<file path="src/rtl/decoder_stage_controller.sv">
// Stage sequencer for the decoder array: load -> odd check -> (grow -> merge -> odd check)* -> result.
// Optional `DECODE_CYCLE_COUNTER_EN adds a 32-bit saturating busy-cycle counter output (cycle_count).
module decoder_stage_controller #(
  parameter int STAGE_WIDTH   = 3,
  parameter int PU_COUNT      = 8,
  parameter int LOAD_CYCLES   = 2,
  parameter int QUIET_CYCLES  = 3,
  parameter int MAX_ITERATION = 32,
  parameter int ITER_WIDTH    = $clog2(MAX_ITERATION + 1)
) (
  input  logic                   clk,
  input  logic                   reset,
  input  logic                   start,
  input  logic                   abort,
  input  logic                   result_ack,
  input  logic [PU_COUNT-1:0]    pu_busy,
  input  logic [PU_COUNT-1:0]    pu_odd_cluster,
  output logic [STAGE_WIDTH-1:0] stage,
  output logic                   busy,
  output logic                   result_valid,
  output logic                   timeout,
  output logic [ITER_WIDTH-1:0]  iteration
`ifdef DECODE_CYCLE_COUNTER_EN
  ,
  output logic [31:0]            cycle_count
`endif
);

  localparam int LOAD_W  = $clog2(LOAD_CYCLES + 1);
  localparam int QUIET_W = $clog2(QUIET_CYCLES + 1);

  localparam logic [STAGE_WIDTH-1:0] S_IDLE   = STAGE_WIDTH'(0);
  localparam logic [STAGE_WIDTH-1:0] S_LOAD   = STAGE_WIDTH'(1);
  localparam logic [STAGE_WIDTH-1:0] S_GROW   = STAGE_WIDTH'(2);
  localparam logic [STAGE_WIDTH-1:0] S_MERGE  = STAGE_WIDTH'(3);
  localparam logic [STAGE_WIDTH-1:0] S_SYNC   = STAGE_WIDTH'(4);
  localparam logic [STAGE_WIDTH-1:0] S_RESULT = STAGE_WIDTH'(5);

  localparam logic [LOAD_W-1:0]     LOAD_LAST  = LOAD_W'(LOAD_CYCLES - 1);
  localparam logic [LOAD_W-1:0]     LOAD_MAX   = LOAD_W'(LOAD_CYCLES);
  localparam logic [QUIET_W-1:0]    QUIET_LAST = QUIET_W'(QUIET_CYCLES - 1);
  localparam logic [QUIET_W-1:0]    QUIET_MAX  = QUIET_W'(QUIET_CYCLES);
  localparam logic [ITER_WIDTH-1:0] ITER_MAX   = ITER_WIDTH'(MAX_ITERATION);

  logic [STAGE_WIDTH-1:0] state_q, state_d;
  logic [LOAD_W-1:0]      load_cnt_q, load_cnt_d;
  logic [QUIET_W-1:0]     quiet_cnt_q, quiet_cnt_d;
  logic [ITER_WIDTH-1:0]  iter_q, iter_d;
  logic                   timeout_q, timeout_d;

  logic                   any_busy;
  logic                   any_odd;
  logic                   quiet_done;
  logic [QUIET_W-1:0]     quiet_next;
  logic                   start_accept;

  assign any_busy     = |pu_busy;
  assign any_odd      = |pu_odd_cluster;
  assign start_accept = (state_q == S_IDLE) && start && !abort;

  // The current idle cycle completes the quiet window when QUIET_CYCLES-1 idle cycles precede it.
  assign quiet_done = !any_busy && (quiet_cnt_q == QUIET_LAST);

  always_comb begin
    quiet_next = quiet_cnt_q;
    if (any_busy) begin
      quiet_next = '0;
    end else if (quiet_cnt_q != QUIET_MAX) begin
      quiet_next = quiet_cnt_q + QUIET_W'(1);
    end
  end

  always_comb begin
    state_d     = state_q;
    load_cnt_d  = load_cnt_q;
    quiet_cnt_d = quiet_cnt_q;
    iter_d      = iter_q;
    timeout_d   = timeout_q;

    case (state_q)
      S_IDLE: begin
        if (start_accept) begin
          state_d    = S_LOAD;
          load_cnt_d = '0;
          iter_d     = '0;
          timeout_d  = 1'b0;
        end
      end
      S_LOAD: begin
        if (load_cnt_q >= LOAD_LAST) begin
          state_d = S_SYNC;
        end else if (load_cnt_q != LOAD_MAX) begin
          load_cnt_d = load_cnt_q + LOAD_W'(1);
        end
      end
      S_GROW: begin
        state_d = S_MERGE;
      end
      S_MERGE: begin
        if (quiet_done) begin
          state_d = S_SYNC;
        end else begin
          quiet_cnt_d = quiet_next;
        end
      end
      S_SYNC: begin
        if (quiet_done) begin
          if (!any_odd) begin
            state_d   = S_RESULT;
            timeout_d = 1'b0;
          end else if (iter_q < ITER_MAX) begin
            state_d = S_GROW;
            iter_d  = iter_q + ITER_WIDTH'(1);
          end else begin
            state_d   = S_RESULT;
            timeout_d = 1'b1;
          end
        end else begin
          quiet_cnt_d = quiet_next;
        end
      end
      S_RESULT: begin
        if (result_ack) begin
          state_d = S_IDLE;
        end
      end
      default: begin
        state_d = S_IDLE;
      end
    endcase

    // Abort wins over everything, but the iteration count stays visible for debug.
    if (abort && (state_q != S_IDLE)) begin
      state_d   = S_IDLE;
      iter_d    = iter_q;
      timeout_d = 1'b0;
    end

    if (state_d != state_q) begin
      quiet_cnt_d = '0;
      load_cnt_d  = '0;
    end
  end

  always_ff @(posedge clk or negedge reset) begin
    if (!reset) begin
      state_q     <= S_IDLE;
      load_cnt_q  <= '0;
      quiet_cnt_q <= '0;
      iter_q      <= '0;
      timeout_q   <= 1'b0;
    end else begin
      state_q     <= state_d;
      load_cnt_q  <= load_cnt_d;
      quiet_cnt_q <= quiet_cnt_d;
      iter_q      <= iter_d;
      timeout_q   <= timeout_d;
    end
  end

  assign stage        = state_q;
  assign busy         = (state_q != S_IDLE);
  assign result_valid = (state_q == S_RESULT);
  assign timeout      = timeout_q;
  assign iteration    = iter_q;

`ifdef DECODE_CYCLE_COUNTER_EN
  logic [31:0] cycle_cnt_q, cycle_cnt_d;

  // The acceptance cycle is the first decode cycle, so a fresh decode restarts the count at one.
  always_comb begin
    cycle_cnt_d = cycle_cnt_q;
    if (start_accept) begin
      cycle_cnt_d = 32'd1;
    end else if (busy && !result_valid && (cycle_cnt_q != 32'hFFFF_FFFF)) begin
      cycle_cnt_d = cycle_cnt_q + 32'd1;
    end
  end

  always_ff @(posedge clk or negedge reset) begin
    if (!reset) begin
      cycle_cnt_q <= '0;
    end else begin
      cycle_cnt_q <= cycle_cnt_d;
    end
  end

  assign cycle_count = cycle_cnt_q;
`endif

endmodule
</file>
<file path="config.mk">
export PLATFORM = sky130hd
export DESIGN_NAME = decoder_stage_controller
export DESIGN_NICKNAME = d
export VERILOG_FILES = /design/src/rtl/decoder_stage_controller.sv
export SDC_FILE = /design/constraint.sdc
export NUM_CORES = 1
export LEC_CHECK = 0
export ABC_AREA = 0
export BUFFER_PORTS_ARGS = -buffer_cell sky130_fd_sc_hd__buf_4
export CAP_MARGIN = 0
export CORE_UTILIZATION = 40
export CTS_CLUSTER_DIAMETER = 60
export CTS_CLUSTER_SIZE = 25
export DETAILED_ROUTE_END_ITERATION = 10
export GPL_TIMING_DRIVEN = 1
export PLACE_DENSITY = 0.72
export SKIP_LAST_GASP = 1
export SLEW_MARGIN = 10
export SYNTH_ARGS = -nofsm -noshare
export SYNTH_HDL_FRONTEND = slang
export SYNTH_SLANG_ARGS = --single-unit
</file>
<file path="constraint.sdc">
create_clock -name clk -period 2 [get_ports clk]
set_input_delay 0.3 -clock clk [delete_from_list [all_inputs] [get_ports clk]]
set_output_delay 0.3 -clock clk [all_outputs]
set_load 0.01 [all_outputs]
</file>
## Yosys cells after proc, flatten, opt, wreduce, memory -nomap -nowiden

Index checks and enable logic that the tools add are counted.

| cells by class | value |
|---|---|
| bitwise gates (word level) | 1 |
| $add $sub $neg | 3 |
| eq/ne operators | 20 |
| $lt $le $gt $ge | 2 |
| multiplexer cells | 30 |
| reduce and logical (&&, ||, !) cells | 20 |

Operators with widths:

| operator | count |
|---|---|
| 2-to-1 mux 3 bit | 8 |
| 2-to-1 mux 6 bit | 4 |
| 2-to-1 mux 2 bit | 9 |
| one-hot mux 3 bit (6 select lines) | 1 |
| OR reduction 8 bit | 2 |
| != test 2 bit, second input constant | 6 |
| one-hot mux 6 bit (2 select lines) | 1 |
| nonzero test 3 bit | 4 |
| != test 3 bit, second input constant | 3 |
| AND reduction 4 bit | 2 |
| adder 6 x 1 -> 6 bit, second input constant | 1 |
| equality test 3 x 2 -> 1 bit, second input constant | 2 |
| equality test 3 bit, second input constant | 2 |
| < comparator 6 bit, second input constant | 1 |
| != test 3 x 2 -> 1 bit, second input constant | 2 |
| AND reduction 6 bit | 1 |
| 2-to-1 mux 1 bit | 5 |
| adder 2 x 1 -> 2 bit, second input constant | 2 |
| logical AND 1 bit | 4 |
| != test 4 bit, second input constant | 1 |
| one-hot mux 2 bit (2 select lines) | 1 |
| nonzero test 2 bit | 2 |
| equality test 3 x 1 -> 1 bit, second input constant | 1 |
| logical NOT 3 bit | 1 |
| other kinds (9) | 10 |

| storage, ports and cells | value |
|---|---|
| output and inout bits | 12 |
| word-level logic and storage cells | 81 |
| input bits | 21 |
| flip-flop bits (word level) | 14 |

## Longest topological paths before layout

Gate-level depths: netlist of run 1.

| logic depth | value |
|---|---|
| depth in word-level cells | 9 |
| depth in mapped cells | 7 |
| mapped depth without buffers | 7 |

## Least setup slack after synthesis of run 1

OpenSTA, ideal clock, no wires.

| timing | value |
|---|---|
| path type | register to register |
| start point | register state_q[1] (netlist: stage[1]) |
| end point | register load_cnt_q[0] |
| setup slack | 238 ps |
| data arrival time | 1632 ps |
| required time | 1869 ps |
| stages on the path, launching flop included | 6 |
| period minus slack after synthesis | 1762 ps |
| path through | dfrtp_1 -> or3_1 -> nor2_2 -> a311oi_4 -> a221oi_4 -> nor3_1 |

| between the ends | value |
|---|---|
| elaborated cells between the ends (all ways) | 25 |

RTL lines:

| what | line | source |
|---|---|---|
| start: declaration | 45 | `logic [STAGE_WIDTH-1:0] state_q, state_d;` |
| start signal: assignment | 153 | `state_q <= state_d;` |
| nonzero test 3 bit (*) | -- |  |
| via busy | 19 | `output logic busy,` |
| logical AND 1 bit (*) | 133 | `if (abort && (state_q != S_IDLE)) begin` |
| 2-to-1 mux 3 bit (*) | 133 |  |
| != test 3 bit (*) | 139 | `if (state_d != state_q) begin` |
| != test 3 bit (no source line) (tied with other cells) | -- |  |
| AND reduction 4 bit (no source line) | -- |  |
| end signal: assignment | 154 | `load_cnt_q <= load_cnt_d;` |
| end: declaration | 46 | `logic [LOAD_W-1:0] load_cnt_q, load_cnt_d;` |

The timed path passes the listed nets; every way through them passes the cells marked *.
A chain may end at the register's enable or synchronous reset.

## Worst setup path in the final report of run 1

| timing | value |
|---|---|
| start point | register load_cnt_q[0] |
| end point | register load_cnt_q[0] |

| between the ends | value |
|---|---|
| word-level cells in the longest chain between the ends | 7 |
| elaborated cells between the ends (all ways) | 16 |

Ends and longest elaborated chain:

| what | line | source |
|---|---|---|
| greater-or-equal comparator 2 x 1 -> 1 bit | 90 | `if (load_cnt_q >= LOAD_LAST) begin` |
| 2-to-1 mux 3 bit | 90 |  |
| one-hot mux 3 bit (6 select lines) | 80 | `case (state_q)` |
| 2-to-1 mux 3 bit | 133 |  |
| != test 3 bit | 139 |  |
| != test 3 bit (no source line) (tied with other cells) | -- |  |
| AND reduction 4 bit (no source line) | -- |  |

Several ways; a longest one is shown, not always the timed one. The select of a mux whose other input is x is not followed.

==> metrics.txt, run 1 <==
Placer Congestion roughly 0.93; vias per cell about 5.7; pin count of the biggest net entering global routing 15; Seq. cell area 350 sq um; initial core utilization 0.435; Vias 1,058; DRC 0; port buffer count 32; number of synthesized register bits 14; slowest stage delay, CP 0.43 ns; Die X between 50 and 60 um; Setup TNS 0 ns; Slew @ Worst Pin between 0.5 and 0.6 ns; RSZ-0062 raised after global routing no; Inserted Clock Buffers 3; crit-path cells inv_1, ha_1, nor2_1, a2111oi_4, a311oi_4, a221oi_4, nor3_1; Hold Vio Cnt, Final 0; fill count roughly 230; worst setup margin 0.0875 ns; GR Overflow Total 0; Clock Path Buffers 2; Pwr Density about 680 nW/um^2; synth top area cells dfrtp_1, nor2_1, ha_1; Hold WC Path Type primary input to register; most frequent cells after synthesis nor2_1, dfrtp_1, nand2_1, nor3_1, a21oi_1; vias in the first global route 878; yosys warns 0; Die Ht 54.6 um; Final nets 182; Final Routed Wirelength roughly 2800 um; initial drt markers 28; pre-CTS setup slack 0.116 ns; I/O pin total 33; Worst slew margin 0.613; WL per Instance 15.1 um; drt pass-1 iters 4; syn_nets 141; initial antenna violation count 0; Post-Syn Area between 1000 and 1500 sq um; max cap viols 0; postcts setup bufs 0; critical path arrival ~2.1 ns; final core utilization 0.569; CTS resizes 0; FFs w/ async S/R, synth 1.00; CTS Sinks 14; CTS tree built; max-slew violations 0; post-synthesis sequential area ratio 0.317; Max Clk Rate ~0.52 GHz; largest area contributor in the netlist dfrtp_1; Tot Pwr slightly below 0.001 W; share of post-route cells with drive strength above 1 0.381; Peak VDD IR a little under 0.7 mV; core footprint around 2500 sq um; area of the multi-input gates 702 sq um; crit path kind register to register; Netlist cell types 47; dpl hpwl 2120 um; Yosys top cell area share 0.317; CP Launch Type register; Placement Rows 18; data required time of the critical path 2.16 ns; Mean Syn Cell Area a little under 10 sq um; Leak about 0.63 nW; Crit path buffers/inverters 1; Final Cycle Share 0.956; Min Clock Period, post-route 1.91 ns; Final Skew ~0.015 ns; cells after synthesis about 120; ant diodes 0; first-pass GRT wire length 4030 um; setup violators final 0; CP Capture Type register; dpl cells 180; GRT Total Usage 0.192; Root Driver clkbuf_4; top_reg_cell synth dfrtp_1; Slowest cell on crit path a2111oi_4; Routed Antenna Nets 0; Clk Latency, worst-skew pair 0.29 ns; Synth-to-Final Area Change 30.9%; Critical Path Fanout Max 4; Max H-tree Level 1; die area 2980 sq um; CTS clock-pin slew for the worst setup and hold paths 0.10 ns; Finished Layout Cells approximately 190; status finished clean; EDFF count, synth 0; top-count cell post-synth nor2_1; CP delay by family, top compound AO/OA/AOI/OAI gates
routing by layer:
metal / share of wire / GRT usage / routed length (um)
met1: 0.48 / 0.262 / 1350
met2: 0.48 / 0.303 / 1340
met3: 0.031 / 0.0583 / 88
met4: 0.0036 / 0.0256 / 10
met5: 0 / 0 / 0
repair_timing:
item / CTS / global route
setup endpoints to repair: 0 / 0
endpoints found under the hold margin: 14 / 0
hold buffers: 1 / 0
final cells by class:
type	count	share of cell area
clock buffer	4	0.0251
inverter	5	0.0130
multi-input combinational	92	0.485
sequential	14	0.242
tap	30	0.0259
timing repair buffer	40	0.209
power by group:
group	switching (W)	total, W	leakage, nW	internal [W]
combinational	0.000236	0.000436	0.412	0.000200
clock	0.000106	0.000217	0.0210	0.000111
sequential	0.0000258	0.000330	0.194	0.000304
sequential cells by signal, indices dropped and copies added (netlist names):
signal / flops
iteration: 6
stage: 3
load_cnt_q: 2
quiet_cnt_q: 2
timeout: 1
path summary, 6_finish.rpt:
check	from	endpoint	slack [ns]	cells past startpoint
min	abort	stage[1]	0.23	2
max in group asynchronous	reset	iteration[1]	1.38	2
min reg2reg	timeout	timeout	0.55	2
max reg2reg	load_cnt_q[0]	load_cnt_q[0]	0.09	7
min in group asynchronous	reset	timeout	0.42	2
max	load_cnt_q[0]	load_cnt_q[0]	0.09	7
metrics by stage:
stage / area, sq um / hold WS, ns
after floorplan: 1110 / 0.00441
after global placement: 1400 / 0.160
after detailed placement: 1400 / 0.165
after CTS: 1450 / 0.231
after global routing: 1450 / 0.235
final: 1450 / 0.232
layout by cell type (no fill, tap or decap), types with 2 or more instances in the layout:
master,instances
ha_1,5
o31ai_1,2
nor4_4,2
o21ai_0,3
xnor2_1,3
nor3_1,7
buf_4,39
nor2_1,18
a21oi_1,6
nor4_1,3
inv_1,5
or4_4,2
nand2_1,7
or4_1,2
nand3_1,2
and2_1,2
dfrtp_1,14
clkbuf_4,3
cell families after synthesis:
group	synth area share
DFF	0.317
and+or+nand+nor	0.307
xor gates and xnor gates	0.0238
AOI/OAI and AO/OA	0.239
buffers and inverters	0.0486
muxes	0.00905
adders and majority gates	0.0566
No activity file was read; power rests on OpenSTA's default activity.
==> inputs of run 2 (changes only) <==
--- a/config.mk
+++ b/config.mk
@@ -9,6 +9,7 @@
 export BUFFER_PORTS_ARGS = -buffer_cell sky130_fd_sc_hd__buf_4
 export CAP_MARGIN = 0
 export CORE_UTILIZATION = 40
+export CTS_BUF_LIST = sky130_fd_sc_hd__clkbuf_4
 export CTS_CLUSTER_DIAMETER = 60
 export CTS_CLUSTER_SIZE = 25
 export DETAILED_ROUTE_END_ITERATION = 10
==> run 2 against run 1 <==
Power decreased by 3.6%. Non-clock buffer count did not move. Worst setup slack lost 0.0039 ns. Cell count unchanged. Die area did not move. Clock power decreased by 18%. Via count hardly changed. Combinational power is essentially flat. Worst hold slack worse by 0.0038 ns. Largest cell class unchanged.
==> metrics.txt, run 2 (synthesis results as in run 1) <==
Final Skew 0.0140 ns (was 0.0147 ns); Hold WC Path Type primary input to register (unchanged); Worst Hold End stage[1] (unchanged); Peak VDD IR 0.690 mV (was 0.691 mV); Min Clock Period, post-route 1.92 ns (was 1.91 ns); postcts setup bufs 0 (unchanged); CTS resizes 0 (unchanged); Final Routed Wirelength 2820 um (was 2800 um); pin count of the biggest net entering global routing 15 (unchanged); Final nets 182 (unchanged); Worst slew margin 0.612 (was 0.613); Placement Rows 18 (unchanged); R2R setup slack 0.08 ns (was 0.09 ns); final core utilization 0.565 (was 0.569); crit-path cells inv_1, ha_1, nor2_1, a2111oi_4, a311oi_4, a221oi_4, nor3_1 (unchanged); Max H-tree Level 1 (unchanged); Clk Latency, worst-skew pair 0.30 ns (was 0.29 ns); crit path kind register to register (unchanged); Reg-to-Reg End load_cnt_q[1] (was load_cnt_q[0]); Routed Antenna Nets 0 (unchanged); GR peak layer met2 (unchanged); core footprint 2540 sq um (unchanged); Vias 1,057 (was 1,058); dpl hpwl 2120 um (unchanged); Finished Layout Cells 185 (unchanged); status finished clean (unchanged); hold depth 2 (unchanged); max cap viols 0 (unchanged); vias per cell 5.71 (was 5.72); GR Overflow Total 0 (unchanged); CP Launch Type register (unchanged); Crit path buffers/inverters 1 (unchanged); die area 2980 sq um (unchanged); max reg flops 6 (unchanged); I/O pin total 33 (unchanged); CTS clock-pin slew for the worst setup and hold paths 0.10 ns (about the same); Leak 0.621 nW (was 0.626 nW); CTS tree built (unchanged); post-place instance area 1400 sq um (unchanged); grt met3 use 0.0611 (was 0.0583); RSZ-0062 raised after global routing no (unchanged); area of the multi-input gates 702 sq um (unchanged); Hold Buf Count CTS 1 (unchanged); Die Ht 54.6 um (unchanged); Slowest cell on crit path a2111oi_4 (unchanged); Critical Path Fanout Max 4 (unchanged); setup violators final 0 (unchanged); Synth-to-Final Area Change 30.0% (was 30.9%); worst hold start abort (unchanged); met1 usage 0.260 (was 0.262); Clock Path Buffers 2 (unchanged); vias in the first global route 891 (was 878); drt pass-1 iters 4 (unchanged); initial drt markers 43 (was 28); Placer Congestion 0.932 (unchanged); Root Driver clkbuf_4 (unchanged); CP Capture Type register (unchanged); WL per Instance 15.2 um (was 15.1 um); RR Startpoint load_cnt_q[0] (unchanged); first-pass GRT wire length 4080 um (was 4030 um); Setup TNS 0 ns (unchanged); port buffer count 32 (unchanged); Inserted Clock Buffers 3 (unchanged); initial antenna violation count 0 (unchanged); Max Clk Rate 0.522 GHz (was 0.523 GHz); Seq. cell area 350 sq um (unchanged); worst reg2reg path depth 7 (unchanged); max-slew violations 0 (unchanged); commonest non-fill, non-tap cell in the layout buf_4 (unchanged); share of post-route cells with drive strength above 1 0.374 (was 0.381); initial core utilization 0.435 (unchanged); data required time of the critical path 2.17 ns (was 2.16 ns); CTS Sinks 14 (unchanged); critical path arrival 2.08 ns (about the same); GRT Total Usage 0.196 (was 0.192); slowest stage delay, CP 0.43 ns (about the same); DRC 0 (unchanged); Final Cycle Share 0.958 (was 0.956); Die X 54.6 um (unchanged); dpl cells 180 (unchanged); final instance area 1440 sq um (was 1450 sq um); most frequent cells in the layout buf_4, nor2_1, dfrtp_1, nand2_1, nor3_1 (unchanged); hold_ws 0.228 ns (was 0.232 ns); CP delay by family, top compound AO/OA/AOI/OAI gates (unchanged); met2 Usage GRT 0.309 (was 0.303); Pwr Density 658 nW/um^2 (was 678 nW/um^2); Hold Vio Cnt, Final 0 (unchanged); fill count 233 (was 229); Slew @ Worst Pin 0.577 ns (was 0.575 ns); ant diodes 0 (unchanged)
run 2: cell count changes in the layout (fill, tap and decap cells not counted):
cell,delta
clkbuf_8,-1
clkinv_1,+1
run 2: worst max-delay path by stage:
stage,startpoint,endpoint,cells after the start
floorplan,stage[1],load_cnt_q[0],5
global placement,load_cnt_q[0],load_cnt_q[1],7
detailed placement,load_cnt_q[0],load_cnt_q[1],7
CTS,load_cnt_q[0],load_cnt_q[1],7
global route,load_cnt_q[0],quiet_cnt_q[0],7
finish,load_cnt_q[0],load_cnt_q[1],7
run 2: layout make-up:
type,count,area share
clock buffer,3,0.0157
inverter,5,0.0131
multi-input combinational,92,0.488
sequential,14,0.244
timing repair buffer,40,0.211
tap,30,0.0261
clock inverter,1,0.00261
run 2: per-stage QoR:
stage          worst slack [ns]  total power [W]
3_3_place_gp              0.176         0.000749
3_5_place_dp              0.116         0.000763
6_report                 0.0835         0.000947
4_1_cts                  0.0994         0.000949
5_1_grt                 0.00178         0.000994
2_1_floorplan             0.238         0.000606
run 2: power breakdown:
group	switching, W	internal, W
clock	0.000107	0.0000727
sequential	0.0000264	0.000304
combinational	0.000237	0.000200
run 2: metal layers:
layer,share of wire,up-vias
met5,0,-
met4,0.010,0
met3,0.049,4
met2,0.48,36
met1,0.46,502
li1,-,515
run 2: worst register-to-register path, stage by stage (launching register included):
cell and delay (ns):
dfrtp_1 0.37, inv_1 0.12, ha_1 0.25, nor2_1 0.09, a2111oi_4 0.43, a311oi_4 0.10
a221oi_4 0.34, nor3_1 0.09
==> inputs of run 3 (changes only) <==
--- a/config.mk
+++ b/config.mk
@@ -7,7 +7,8 @@
 export LEC_CHECK = 0
 export ABC_AREA = 0
 export BUFFER_PORTS_ARGS = -buffer_cell sky130_fd_sc_hd__buf_4
-export CAP_MARGIN = 0
+export CAP_MARGIN = 10
+export CORE_MARGIN = 5
 export CORE_UTILIZATION = 40
 export CTS_BUF_LIST = sky130_fd_sc_hd__clkbuf_4
 export CTS_CLUSTER_DIAMETER = 60
@@ -15,6 +16,7 @@
 export DETAILED_ROUTE_END_ITERATION = 10
 export GPL_TIMING_DRIVEN = 1
 export PLACE_DENSITY = 0.72
+export RECOVER_POWER = 25
 export SKIP_LAST_GASP = 1
 export SLEW_MARGIN = 10
 export SYNTH_ARGS = -nofsm -noshare
==> run 3 against run 2 <==
Sequential power hardly changed. Clock power decreased by 4%. Die area increased by 31%. Non-clock buffer count down 1. Clock skew fell by 0.0043 ns. Utilization down 3.7 points. Combinational power fell by 4%. Power shrank 2.9%. Fmax increased by 1.9%. Critical path type unchanged.
==> metrics.txt, run 3 (synthesis results as in run 1) <==
Placement Rows 19 (was 18); initial antenna violation count 0 (unchanged); slowest stage delay, CP 0.41 ns (was 0.43 ns); initial core utilization 0.408 (was 0.435); CTS tree built (unchanged); Final Cycle Share 0.940 (was 0.958); die area 3920 sq um (was 2980 sq um); Min Clock Period, post-route 1.88 ns (was 1.92 ns); commonest non-fill, non-tap cell in the layout buf_4 (unchanged); initial drt markers 93 (was 43); Clock Path Buffers 2 (unchanged); GRT Total Usage 0.146 (was 0.196); max cap viols 0 (unchanged); Worst slew margin 0.444 (was 0.612); Clk Latency, worst-skew pair 0.29 ns (was 0.30 ns); Routed Antenna Nets 0 (unchanged); pin count of the biggest net entering global routing 15 (unchanged); crit path kind register to register (unchanged); crit-path cells inv_1, ha_2, nor2_1, a2111oi_4, a311oi_4, a221oi_4, nor3_1 (was inv_1, ha_1, nor2_1, a2111oi_4, a311oi_4, a221oi_4, nor3_1); RSZ-0062 raised after global routing no (unchanged); CP delay by family, top compound AO/OA/AOI/OAI gates (unchanged); first-pass GRT wire length 4770 um (was 4080 um); data required time of the critical path 2.16 ns (was 2.17 ns); Die Ht 62.6 um (was 54.6 um); Setup TNS 0 ns (unchanged); Slowest cell on crit path a2111oi_4 (unchanged); most frequent cells in the layout buf_4, nor2_1, dfrtp_1, nand2_1, nor3_1 (unchanged); Final Routed Wirelength 2760 um (was 2820 um); core footprint 2710 sq um (was 2540 sq um); Slew @ Worst Pin 0.834 ns (was 0.577 ns); Die X 62.6 um (was 54.6 um); Pwr Density 643 nW/um^2 (was 658 nW/um^2); max-slew violations 0 (unchanged); Peak VDD IR 0.365 mV (was 0.690 mV); DRC 0 (unchanged); ant diodes 0 (unchanged); setup violators final 0 (unchanged); Synth-to-Final Area Change 29.3% (was 30.0%); critical path arrival 2.04 ns (was 2.08 ns); Hold WC Path Type primary input to register (unchanged); Max H-tree Level 1 (unchanged); Inserted Clock Buffers 3 (unchanged); Hold Vio Cnt, Final 0 (unchanged); max reg flops 6 (unchanged); Reg-to-Reg End quiet_cnt_q[1] (was load_cnt_q[1]); RR Startpoint load_cnt_q[0] (unchanged); drt pass-1 iters 4 (unchanged); I/O pin total 33 (unchanged); Leak 0.611 nW (was 0.621 nW); Crit path buffers/inverters 1 (unchanged); final instance area 1430 sq um (was 1440 sq um); worst reg2reg path depth 7 (unchanged); CP Launch Type register (unchanged); Final nets 181 (was 182); vias in the first global route 1,029 (was 891); CTS clock-pin slew for the worst setup and hold paths 0.08 ns (was 0.10 ns); Max Clk Rate 0.532 GHz (was 0.522 GHz); Critical Path Fanout Max 4 (unchanged); R2R setup slack 0.12 ns (was 0.08 ns); Worst Hold End stage[1] (unchanged); CTS Sinks 14 (unchanged); dpl hpwl 2160 um (was 2120 um); CP Capture Type register (unchanged); WL per Instance 14.9 um (was 15.2 um); Vias 1,029 (was 1,057); Placer Congestion 0.787 (was 0.932); Root Driver clkbuf_4 (unchanged); post-place instance area 1400 sq um (about the same); GR Overflow Total 0 (unchanged); worst hold start abort (unchanged); status finished clean (unchanged); vias per cell 5.56 (was 5.71); port buffer count 32 (unchanged); share of post-route cells with drive strength above 1 0.370 (was 0.374); Final Skew 0.00972 ns (was 0.0140 ns); hold depth 2 (unchanged)
==> run 3: per-stage QoR <==
step / setup WS [ns] / utilization / cells / hold slack, ns / total power, W
6_report: 0.120 / 0.528 / 185 / 0.247 / 0.000919
5_1_grt: 0.0202 / 0.528 / 185 / 0.244 / 0.000986
4_1_cts: 0.0881 / 0.528 / 185 / 0.235 / 0.000922
3_5_place_dp: 0.111 / 0.515 / 180 / 0.165 / 0.000744
3_3_place_gp: 0.171 / 0.515 / 180 / 0.161 / 0.000734
2_1_floorplan: 0.238 / - / 115 / 0.00441 / 0.000606
==> run 3: worst max-delay path by stage <==
| stage | startpoint | to | slack, ns | cells after the start |
|---|---|---|---|---|
| after detailed placement | load_cnt_q[0] | quiet_cnt_q[1] | 0.11 | 7 |
| after global placement | pu_odd_cluster[5] | load_cnt_q[1] | 0.17 | 6 |
| after CTS | load_cnt_q[0] | quiet_cnt_q[1] | 0.09 | 7 |
| after floorplan | stage[1] | load_cnt_q[0] | 0.24 | 5 |
| final | load_cnt_q[0] | quiet_cnt_q[1] | 0.12 | 7 |
| after global routing | load_cnt_q[0] | quiet_cnt_q[1] | 0.02 | 7 |
==> run 3: routing by layer <==
| layer | part of all wire | track usage |
|---|---|---|
| met2 | 0.52 | 0.245 |
| met1 | 0.45 | 0.187 |
| met5 | 0 | 0 |
| met4 | 0.0080 | 0.0690 |
| met3 | 0.025 | 0.0162 |
==> run 3: final cells by class <==
type	instances	area [sq um]
Fill cell	246	1280
Multi-Input combinational cell	92	704
Sequential cell	14	350
Timing Repair Buffer	39	292
Tap cell	31	38.8
Clock buffer	3	22.5
Inverter	5	18.8
Clock inverter	1	3.75
==> run 3: power by group <==
group          total (W)  switching, W  internal, W
Sequential      0.000327     0.0000228     0.000304
Clock           0.000172     0.0000998    0.0000725
Combinational   0.000420      0.000230     0.000190
==> run 3: what timing repair did <==
item,CTS,global route
hold buffers,1,0
setup buffers,0,0
endpoints found under the setup margin,0,4
endpoints found under the hold margin,14,0
resized for setup,0,1
